===== config.mk =====
export PLATFORM = sky130hd
export DESIGN_NAME = neuron_operand_loader
export DESIGN_NICKNAME = d
export VERILOG_FILES = /design/src/rtl/neuron_pkg.sv /design/src/rtl/neuron_operand_loader_settle_timer.sv /design/src/rtl/neuron_operand_loader.sv
export SDC_FILE = /design/constraint.sdc
export NUM_CORES = 1
export LEC_CHECK = 0
export ABC_AREA = 1
export BUFFER_PORTS_ARGS = -buffer_cell sky130_fd_sc_hd__buf_2
export CAP_MARGIN = 30
export CORE_MARGIN = 2
export CORE_UTILIZATION = 54
export CTS_CLUSTER_DIAMETER = 200
export CTS_CLUSTER_SIZE = 14
export DETAILED_ROUTE_END_ITERATION = 10
export PLACE_DENSITY = 0.85
export SYNTH_ARGS = -nofsm -noshare
export SYNTH_HDL_FRONTEND = slang
export SYNTH_SLANG_ARGS = --single-unit
export TNS_END_PERCENT = 20

===== constraint.sdc =====
create_clock -name clock -period 3.5 [get_ports clock]
set_input_delay 0.175 -clock clock [delete_from_list [all_inputs] [get_ports clock]]
set_output_delay 0.175 -clock clock [all_outputs]
set_load 0.03 [all_outputs]

===== src/rtl/neuron_pkg.sv =====
// neuron_pkg: shared state encoding, frame layout and default widths for the neuron operand path
package neuron_pkg;
    localparam int DEF_DATA_W = 16;
    localparam int DEF_RES_W = 32;
    localparam int WORDS_PER_FRAME = 9;
    typedef enum logic [1:0] {LOAD, SETTLE, PRESENT} state_t;
    localparam logic [3:0] IDX_X0 = 4'd0;
    localparam logic [3:0] IDX_W0 = 4'd1;
    localparam logic [3:0] IDX_X1 = 4'd2;
    localparam logic [3:0] IDX_W1 = 4'd3;
    localparam logic [3:0] IDX_X2 = 4'd4;
    localparam logic [3:0] IDX_W2 = 4'd5;
    localparam logic [3:0] IDX_X3 = 4'd6;
    localparam logic [3:0] IDX_W3 = 4'd7;
    localparam logic [3:0] IDX_BIAS = 4'd8;
endpackage


===== src/rtl/neuron_operand_loader_settle_timer.sv =====
// settle_timer: loadable 8-bit down-counter that stops at zero and flags done
module settle_timer (
    input  logic       clock,
    input  logic       reset,
    input  logic       load,
    input  logic [7:0] load_val,
    output logic       done
);
    logic [7:0] cnt;
    always_ff @(posedge clock) begin
        if (reset) cnt <= '0;
        else if (load) cnt <= load_val;
        else if (cnt != 8'd0) cnt <= cnt - 8'd1;
    end
    assign done = cnt == 8'd0;
endmodule


===== src/rtl/neuron_operand_loader.sv =====
// neuron_operand_loader: assembles a streamed operand frame, holds it to settle, captures the neuron result
module neuron_operand_loader
    import neuron_pkg::*;
#(
    parameter int DATA_W = DEF_DATA_W,
    parameter int RES_W = DEF_RES_W,
    parameter int SETTLE_CYCLES = 6
) (
    input  logic              clock,
    input  logic              reset,
    input  logic              flush,
    input  logic [DATA_W-1:0] s_data,
    input  logic              s_valid,
    output logic              s_ready,
    output logic [DATA_W-1:0] x0,
    output logic [DATA_W-1:0] x1,
    output logic [DATA_W-1:0] x2,
    output logic [DATA_W-1:0] x3,
    output logic [DATA_W-1:0] w0,
    output logic [DATA_W-1:0] w1,
    output logic [DATA_W-1:0] w2,
    output logic [DATA_W-1:0] w3,
    output logic [DATA_W-1:0] bias,
    input  logic [RES_W-1:0]  nu_sum,
    input  logic [RES_W-1:0]  nu_out,
    output logic [RES_W-1:0]  m_sum,
    output logic [RES_W-1:0]  m_out,
    output logic              m_valid,
    input  logic              m_ready,
    output logic              busy,
    output logic [15:0]       frame_cnt
);
    state_t state, state_n;
    logic [3:0] idx;
    logic [WORDS_PER_FRAME-1:0][DATA_W-1:0] ops;
    logic take, last, xfer, done;
    assign take = s_valid && s_ready && !flush;
    assign last = take && idx == IDX_BIAS;
    assign xfer = m_valid && m_ready;
    settle_timer u_timer (
        .clock(clock),
        .reset(reset),
        .load(last),
        .load_val(8'(SETTLE_CYCLES - 1)),
        .done(done)
    );
    always_ff @(posedge clock) begin
        state <= reset ? LOAD : state_n;
    end
    always_comb begin
        state_n = (state == LOAD && last) ? SETTLE :
                  (state == SETTLE && done) ? PRESENT :
                  (state == PRESENT && xfer) ? LOAD : state;
    end
    always_comb begin
        s_ready = state == LOAD && !reset;
        busy = state != LOAD;
    end
    always_ff @(posedge clock) begin
        if (reset) begin
            idx <= '0;
            ops <= '0;
            m_sum <= '0;
            m_out <= '0;
            m_valid <= 1'b0;
            frame_cnt <= '0;
        end else begin
            if (state == LOAD && flush) idx <= '0;
            else if (take) idx <= last ? 4'd0 : idx + 4'd1;
            if (take) ops[idx] <= s_data;
            if (state == SETTLE && done) begin
                m_sum <= nu_sum;
                m_out <= nu_out;
                m_valid <= 1'b1;
            end else if (xfer) m_valid <= 1'b0;
            if (xfer) frame_cnt <= frame_cnt + 16'd1;
        end
    end
    assign x0 = ops[IDX_X0];
    assign w0 = ops[IDX_W0];
    assign x1 = ops[IDX_X1];
    assign w1 = ops[IDX_W1];
    assign x2 = ops[IDX_X2];
    assign w2 = ops[IDX_W2];
    assign x3 = ops[IDX_X3];
    assign w3 = ops[IDX_W3];
    assign bias = ops[IDX_BIAS];
endmodule


==> metrics.md, run 1 <==
| Metric | Value |
|---|---|
| Synth top area share | 53.3% |
| Placer Congestion | 0.852 |
| HP Class | in -> reg |
| DRC | 0 |
| CP endpoint kind | flip-flop |
| Startpoint types | flip-flop |
| Slew @ Worst Pin | 1030 ps |
| Synth Net Count | 1250 |
| Switching power | 1440 uW |
| CP arrival | 2520 ps |
| Via density | 5.44 |
| Wire per inst | 16.9 um |
| Total Wirelength | 28900 um |
| Total global routing overflow | 0 |
| Final setup TNS | 0 ps |
| Fin crit period | 2190 ps |
| Area contributors post-synth | dfxtp_1, nor2_1, o21ai_0, nand2_1, nand3_1 |
| Max Slew Vio Count | 0 |
| WP data required | 3830 ps |
| Crit-path cells | inv_1 > nand3_4 > nor2_4 > buf_4 > nand2_1 > nand2_1 > a21oi_1 |
| Comb pwr share | 12.2% |
| Share of cells above drive strength 1 | 24.2% |
| Row cnt | 47 |
| Final hold viol count | 0 |
| WHS | 29.0 ps |
| Worst Slack Setup Final | 1310 ps |
| Leak | 0.00524 uW |
| Clk Latency, worst-skew pair | 500 ps |
| Total core area | 16400 um2 |
| Cell mode on critical path | nand2_1 |
| DRT iter0 DRCs | 657 |
| CTS tree | yes |
| Gr usage total | 30.7% |
| RSZ-0062 raised after global routing | no |
| P_int | 4060 uW |
| Fmax | 0.457 GHz |
| Yosys cell types | 28 |
| Clock Skews | 18.8 ps |
| Top Ports | 312 |
| Headroom to the max-slew limit | 31.0% |
| CP Max Fanout | 36 |
| Final Core Density | 71.3% |
| Setup Viol. Count Final | 0 |
| Power per Cell Area | 470 nW/um2 |
| Seq cells post-synth | 239 |
| H-tree levels | 1 |
| Die H | 133 um |
| Post-detail-place hpwl | 17600 um |
| Cells after Synth | 1158 |
| Syn Area/Cell | 7.75 um2 |
| Area grow syn2layout | 30.4% |
| Sequential power share | 50.8% |
| Initial core utilization | 54.7% |
| Mapped Area | 8970 um2 |
| Fill cell count | 1282 |
| PortBufs | 311 |
| Status | complete, no violations |
| Clock power share | 37.0% |
| Antenna violations before repair | 0 |
| Vias in the first global route | 8604 |
| Number of max-cap violations | 0 |
| Crit-path max cell delay | 450 ps |
| Reg clk slew, reported paths | 70 ps |
| Inserted Clock Buffers | 21 |
| Crit path kind | reg -> reg |
| First-pass DRT Iterations | 5 |
| First-pass GRT wire length | 44100 um |
| Clock Path Buffers | 3 |
| Die area | 17700 um2 |
| Largest net degree at the start of global routing | 126 |
| Largest area contributor in the netlist | dfxtp_1 |
| Die W | 133 um |
| Setup Slack @ Placement | 1350 ps |
| DR vias | 9320 |
| Clock Sinks | 239 |
| Yosys warning total | 0 |
| CP max stage cell | nand2_1 |
| Fin nets | 1586 |
| Antenna-violating nets left | 0 |
| Antenna cell count | 0 |
| Worst vdd ir | 344 uV |
| Clock root buffer master | clkbuf_16 |
| Final Cycle Share | 62.6% |
| Switching share of total power | 26.2% |
| Register area share after synthesis | 53.3% |
power by group through the flow:
stage / clock, uW / sequential [uW] / combinational (uW)
finish: 2040 / 2800 / 674
global route: 2170 / 2800 / 744
CTS: 2050 / 2800 / 657
detailed placement: 0 / 2860 / 601
global placement: 0 / 2860 / 595
floorplan: 0 / 2880 / 425
through the flow:
| stage | cell area (um2) | instances | power [uW] |
|---|---|---|---|
| after floorplan | 8970 | 1158 | 3300 |
| after global placement | 10500 | 1627 | 3450 |
| after detailed placement | 10500 | 1627 | 3460 |
| after CTS | 11700 | 1714 | 5500 |
| after global routing | 11700 | 1714 | 5710 |
| final | 11700 | 1714 | 5510 |
final timing paths:
check,start,end,slack (ps),depth (start not counted)
min reg2reg,w0[4]$_SDFFE_PP0P_,w0[4]$_SDFFE_PP0P_,460,2
min,nu_out[6],m_out[6]$_SDFFE_PP0P_,30,3
max reg2reg,state[0]$_SDFFE_PP0P_,w0[7]$_SDFFE_PP0P_,1310,7
max,state[0]$_SDFFE_PP0P_,w0[7]$_SDFFE_PP0P_,1310,7
cells in the mapped netlist:
cell and instances:
buf_1 2, dfxtp_1 239, nor2_2 3, nand3_4 1, a31oi_1 1, ha_1 7, clkbuf_1 37, buf_6 4
nor3_1 4, nand2_2 1, xor2_1 7, nand2_4 6, buf_2 17, buf_12 1, inv_4 1, nand4_1 5
nand2_1 153, nand3_1 112, nor2_1 276, o21bai_1 2, nor2_4 1, inv_2 6, a21boi_0 1, buf_4 9
o21ai_0 118, inv_1 33, a21oi_1 109, o21a_1 2
registers in the layout, summed over array words and instances (netlist names), 2 cells and up:
signal / count
w1: 16
m_out: 32
idx: 4
state: 2
frame_cnt: 16
u_timer.cnt: 8
x1: 16
x2: 16
w2: 16
x3: 16
x0: 16
w3: 16
bias: 16
m_sum: 32
w0: 16
layout by cell type (no fill, tap or decap), drive strengths merged:
cell,n
inv,40
nor2,280
clkinv,1
nand4,5
o21ai,118
a31oi,1
nand3,113
xor2,7
dfxtp,239
buf,319
ha,7
o21a,2
o21bai,2
nor3,4
clkbuf,22
a21oi,109
nand2,160
a21boi,1
dlygate4sd3,64
kinds of logic (layout without fill, tap and decap cells):
| group | after synthesis | in the layout | share of synthesized area [%] |
|---|---|---|---|
| simple gates | 562 | 562 | 26.1 |
| compound gates | 233 | 233 | 13.1 |
| flops | 239 | 239 | 53.3 |
| buf+inv | 110 | 446 | 5.76 |
| fa+ha+maj | 7 | 7 | 0.976 |
| xor+xnor | 7 | 7 | 0.683 |
worst max-delay path, delay by kind of cell (launching register included):
kind / cells / cell delay, ps
simple gates: 4 / 950
flops: 1 / 320
buf+inv: 2 / 640
compound gates: 1 / 80
per-layer routing:
metal | routed length (um) | global-route usage, % | vias up
met4 | 1240 | 12.7 | 0
met3 | 2630 | 5.94 | 92
met1 | 11200 | 36.9 | 4285
li1 | - | - | 4427
met5 | 0 | 0 | -
met2 | 13900 | 53.7 | 516
cell type report:
type | instances | area (um2) | share of cell area, %
sequential | 239 | 4780 | 40.9
tap | 220 | 275 | 2.35
clock inverter | 1 | 16.3 | 0.139
multi-input combinational | 809 | 3690 | 31.5
inverter | 40 | 153 | 1.30
clock buffer | 22 | 529 | 4.52
timing repair buffer | 383 | 2260 | 19.3
what timing repair did:
action	4_1_cts	5_1_grt
endpoints found under the hold margin	65	0
buffers inserted	0	0
gates resized for setup	0	0
hold buffers	64	0
No activity file was read; power rests on OpenSTA's default activity.
==> inputs of run 2 (changes only) <==
--- a/config.mk
+++ b/config.mk
@@ -5,15 +5,15 @@
 export SDC_FILE = /design/constraint.sdc
 export NUM_CORES = 1
 export LEC_CHECK = 0
-export ABC_AREA = 1
+export ABC_AREA = 0
 export BUFFER_PORTS_ARGS = -buffer_cell sky130_fd_sc_hd__buf_2
 export CAP_MARGIN = 30
 export CORE_MARGIN = 2
-export CORE_UTILIZATION = 54
+export CORE_UTILIZATION = 45
 export CTS_CLUSTER_DIAMETER = 200
 export CTS_CLUSTER_SIZE = 14
 export DETAILED_ROUTE_END_ITERATION = 10
-export PLACE_DENSITY = 0.85
+export PLACE_DENSITY = 0.76
 export SYNTH_ARGS = -nofsm -noshare
 export SYNTH_HDL_FRONTEND = slang
 export SYNTH_SLANG_ARGS = --single-unit
==> constraint.sdc (replaced) <==
create_clock -name clock -period 1.8 [get_ports clock]
set_input_delay 0.09 -clock clock [delete_from_list [all_inputs] [get_ports clock]]
set_output_delay 0.09 -clock clock [all_outputs]
set_load 0.03 [all_outputs]
==> run 2 against run 1 <==
  * Hold slack better by 6.8 ps
  * Register-to-register slack got worse by 1200 ps
  * Critical path depth down 2
  * Sequential cell count is the same
  * Clock-buffer cell count unchanged
  * Routed wire length shrank 6.6%
  * Clock power rose by 93%
  * Area after synthesis is 1.4% lower
  * Largest power group unchanged
==> metrics.md, run 2 <==
| Metric | Value |
|---|---|
| Crit-path cells | nor2_1 > buf_4 > inv_1 > nor2_1 > buf_2 |
| GRT Max-Usage Layer | met2 |
| Register area share after synthesis | 54.1% |
| Global routing usage on met3 | 8.15% |
| H-tree levels | 1 |
| Total global routing overflow | 0 |
| First-pass GRT wire length | 39700 um |
| CP max stage cell | dfxtp_2 |
| DR vias | 8162 |
| Inserted Clock Buffers | 21 |
| Post-synth EDFFs | 0 |
| Row cnt | 51 |
| Mapped Area | 8850 um2 |
| Fmax | 0.595 GHz |
| Synth top area share | 54.1% |
| Reg2Reg Depth | 5 |
| Final hold viol count | 0 |
| Grt met1 use | 27.5% |
| Largest area contributor in the netlist | dfxtp_1 |
| Die H | 144 um |
| CP top delay family | buffers and inverters |
| Crit-path max cell delay | 420 ps |
| Clock Skews | 13.6 ps |
| Commonest non-fill, non-tap cell in the layout | buf_2 |
| Startpoint types | flip-flop |
| Fill cell count | 1598 |
| HP Class | in -> reg |
| Min-delay src | flush |
| Yosys warning total | 0 |
| Cells after Synth | 987 |
| CP arrival | 1590 ps |
| Power per Cell Area | 865 nW/um2 |
| Fin nets | 1448 |
| First-pass DRT Iterations | 5 |
| Die W | 144 um |
| RR Endpoint | w2[1]$_SDFFE_PP0P_ |
| CP Max Fanout | 7 |
| CP endpoint kind | output port |
| Leak | 0.00595 uW |
| Most frequent cell after synthesis | dfxtp_1 |
| Initial core utilization | 45.6% |
| Headroom to the max-slew limit | 23.2% |
| Most frequent cells in the layout | buf_2, dfxtp_1, nand2_1 |
| Cell mode on critical path | nor2_1 |
| Antenna violations before repair | 0 |
| RSZ-0062 raised after global routing | no |
| Setup crit start | state[0]$_SDFFE_PP0P_ |
| Via density | 5.03 |
| Antenna-violating nets left | 0 |
| Setup Buffers After CTS | 0 |
| DRC | 0 |
| Wire per inst | 16.7 um |
| Placed Area | 10600 um2 |
| Clock root buffer master | clkbuf_16 |
| Crit path kind | reg -> out |
| Top Ports | 312 |
| Yosys cell types | 37 |
| Crit Reg-Reg Startpoint | idx[3]$_SDFFE_PP0P_ |
| Clock Sinks | 239 |
| DRT iter0 DRCs | 373 |
| Gr usage total | 24.1% |
| Met2 Usage GRT | 41.0% |
| Clock Path Buffers | 3 |
| Slew @ Worst Pin | 1150 ps |
| Synth Net Count | 1079 |
| Worst hold path depth | 4 |
| WHS | 35.8 ps |
| CTS tree | yes |
| Status | complete, no violations |
| Max Slew Vio Count | 0 |
| Die area | 20800 um2 |
| Seq cells post-synth | 239 |
| Largest net degree at the start of global routing | 236 |
| Hold Path End | idx[1]$_SDFFE_PP0P_ |
| Worst vdd ir | 743 uV |
| Number of max-cap violations | 0 |
| Fin crit period | 1680 ps |
| Placer Congestion | 0.793 |
| Total Wirelength | 27000 um |
| Vias in the first global route | 7666 |
| Post-detail-place hpwl | 16800 um |
| Syn Area/Cell | 8.96 um2 |
| Setup Viol. Count Final | 0 |
| Area grow syn2layout | 36.3% |
| Antenna cell count | 0 |
| R2R Setup Slk | 130 ps |
| Prevailing post-synth register cell | dfxtp_1 |
| Top Registers | m_out: 32 flops, m_sum: 32 flops |
| Clk Latency, worst-skew pair | 500 ps |
| Fraction of registers with async set or reset after synthesis | 0% |
| Share of cells above drive strength 1 | 27.8% |
| CP bufs+invs | 3 |
| Final Cycle Share | 93.4% |
| Design Area, Final | 12100 um2 |
| WP data required | 1710 ps |
| Reg clk slew, reported paths | 60 ps |
| Synth top cells by count | dfxtp_1, nand2_1, nor2_1 |
| Final setup TNS | 0 ps |
| Total core area | 19400 um2 |
| Area contributors post-synth | dfxtp_1, mux2i_1, nand2_1, a21oi_1, nor2_1 |
| PortBufs | 311 |
run 2: worst max-delay path by stage:
stage / endpoint / slack (ps) / cells after the start
floorplan: frame_cnt[13]$_SDFFE_PP0P_ / 50 / 4
global placement: m_out[15]$_SDFFE_PP0P_ / 170 / 5
detailed placement: bias[0]$_SDFFE_PP0P_ / 100 / 7
CTS: s_ready / 40 / 5
global route: w2[6]$_SDFFE_PP0P_ / 20 / 5
finish: s_ready / 120 / 5
run 2: report_power, final:
part | switching (uW) | internal, uW | total, uW
combinational | 538 | 460 | 997
clock | 1850 | 2090 | 3940
sequential | 102 | 5390 | 5490
total | 2490 | 7940 | 10400
run 2: cell type report:
cell class              count  area, um2  area share, %
multi-input cells         668       3670           30.5
well taps                 265        332           2.75
clock buffers              22        529           4.39
inverters                   8       30.0          0.249
repair buffers            418       2680           22.2
flip-flops and latches    239       4790           39.7
clock inverters             2       25.0          0.208
run 2: worst reg2reg max path, stage by stage, from the launching register on:
cell     delay, ps
dfxtp_1        380
nor4b_4        490
nand3_2        130
buf_4          250
mux2i_1        190
nor2_1          60
run 2: repair_timing:
item	in CTS	in global routing
hold endpoints to repair	151	0
gates cloned	0	1
resized for setup	1	5
pin swaps	0	1
endpoints found under the setup margin	1	37
hold buffers	83	0
run 2: cell families after synthesis:
kind of cell,Yosys count,synth area share [%]
XOR/XNOR,22,2.18
adder cells (fa/ha/maj),7,0.990
multiplexers,97,11.0
AND/OR/NAND/NOR,416,20.1
AO/OA/AOI/OAI,126,7.28
flip-flops,239,54.1
buffers and inverters,80,4.41
run 2: per-stage QoR:
stage / power [uW] / cells / worst slack [ps] / util (%)
2_1_floorplan: 6180 / 987 / 50.2 / -
3_3_place_gp: 6420 / 1514 / 172 / 54.9
3_5_place_dp: 6440 / 1514 / 101 / 54.9
4_1_cts: 10500 / 1621 / 36.3 / 62.0
5_1_grt: 10900 / 1622 / 21.1 / 62.2
6_report: 10400 / 1622 / 119 / 62.2
run 2: layer usage:
| layer | part of all wire [%] | vias to the layer above |
|---|---|---|
| met5 | 0 | - |
| met2 | 48 | 351 |
| met1 | 38 | 3788 |
| li1 | - | 3946 |
| met3 | 9.9 | 77 |
| met4 | 4.4 | 0 |
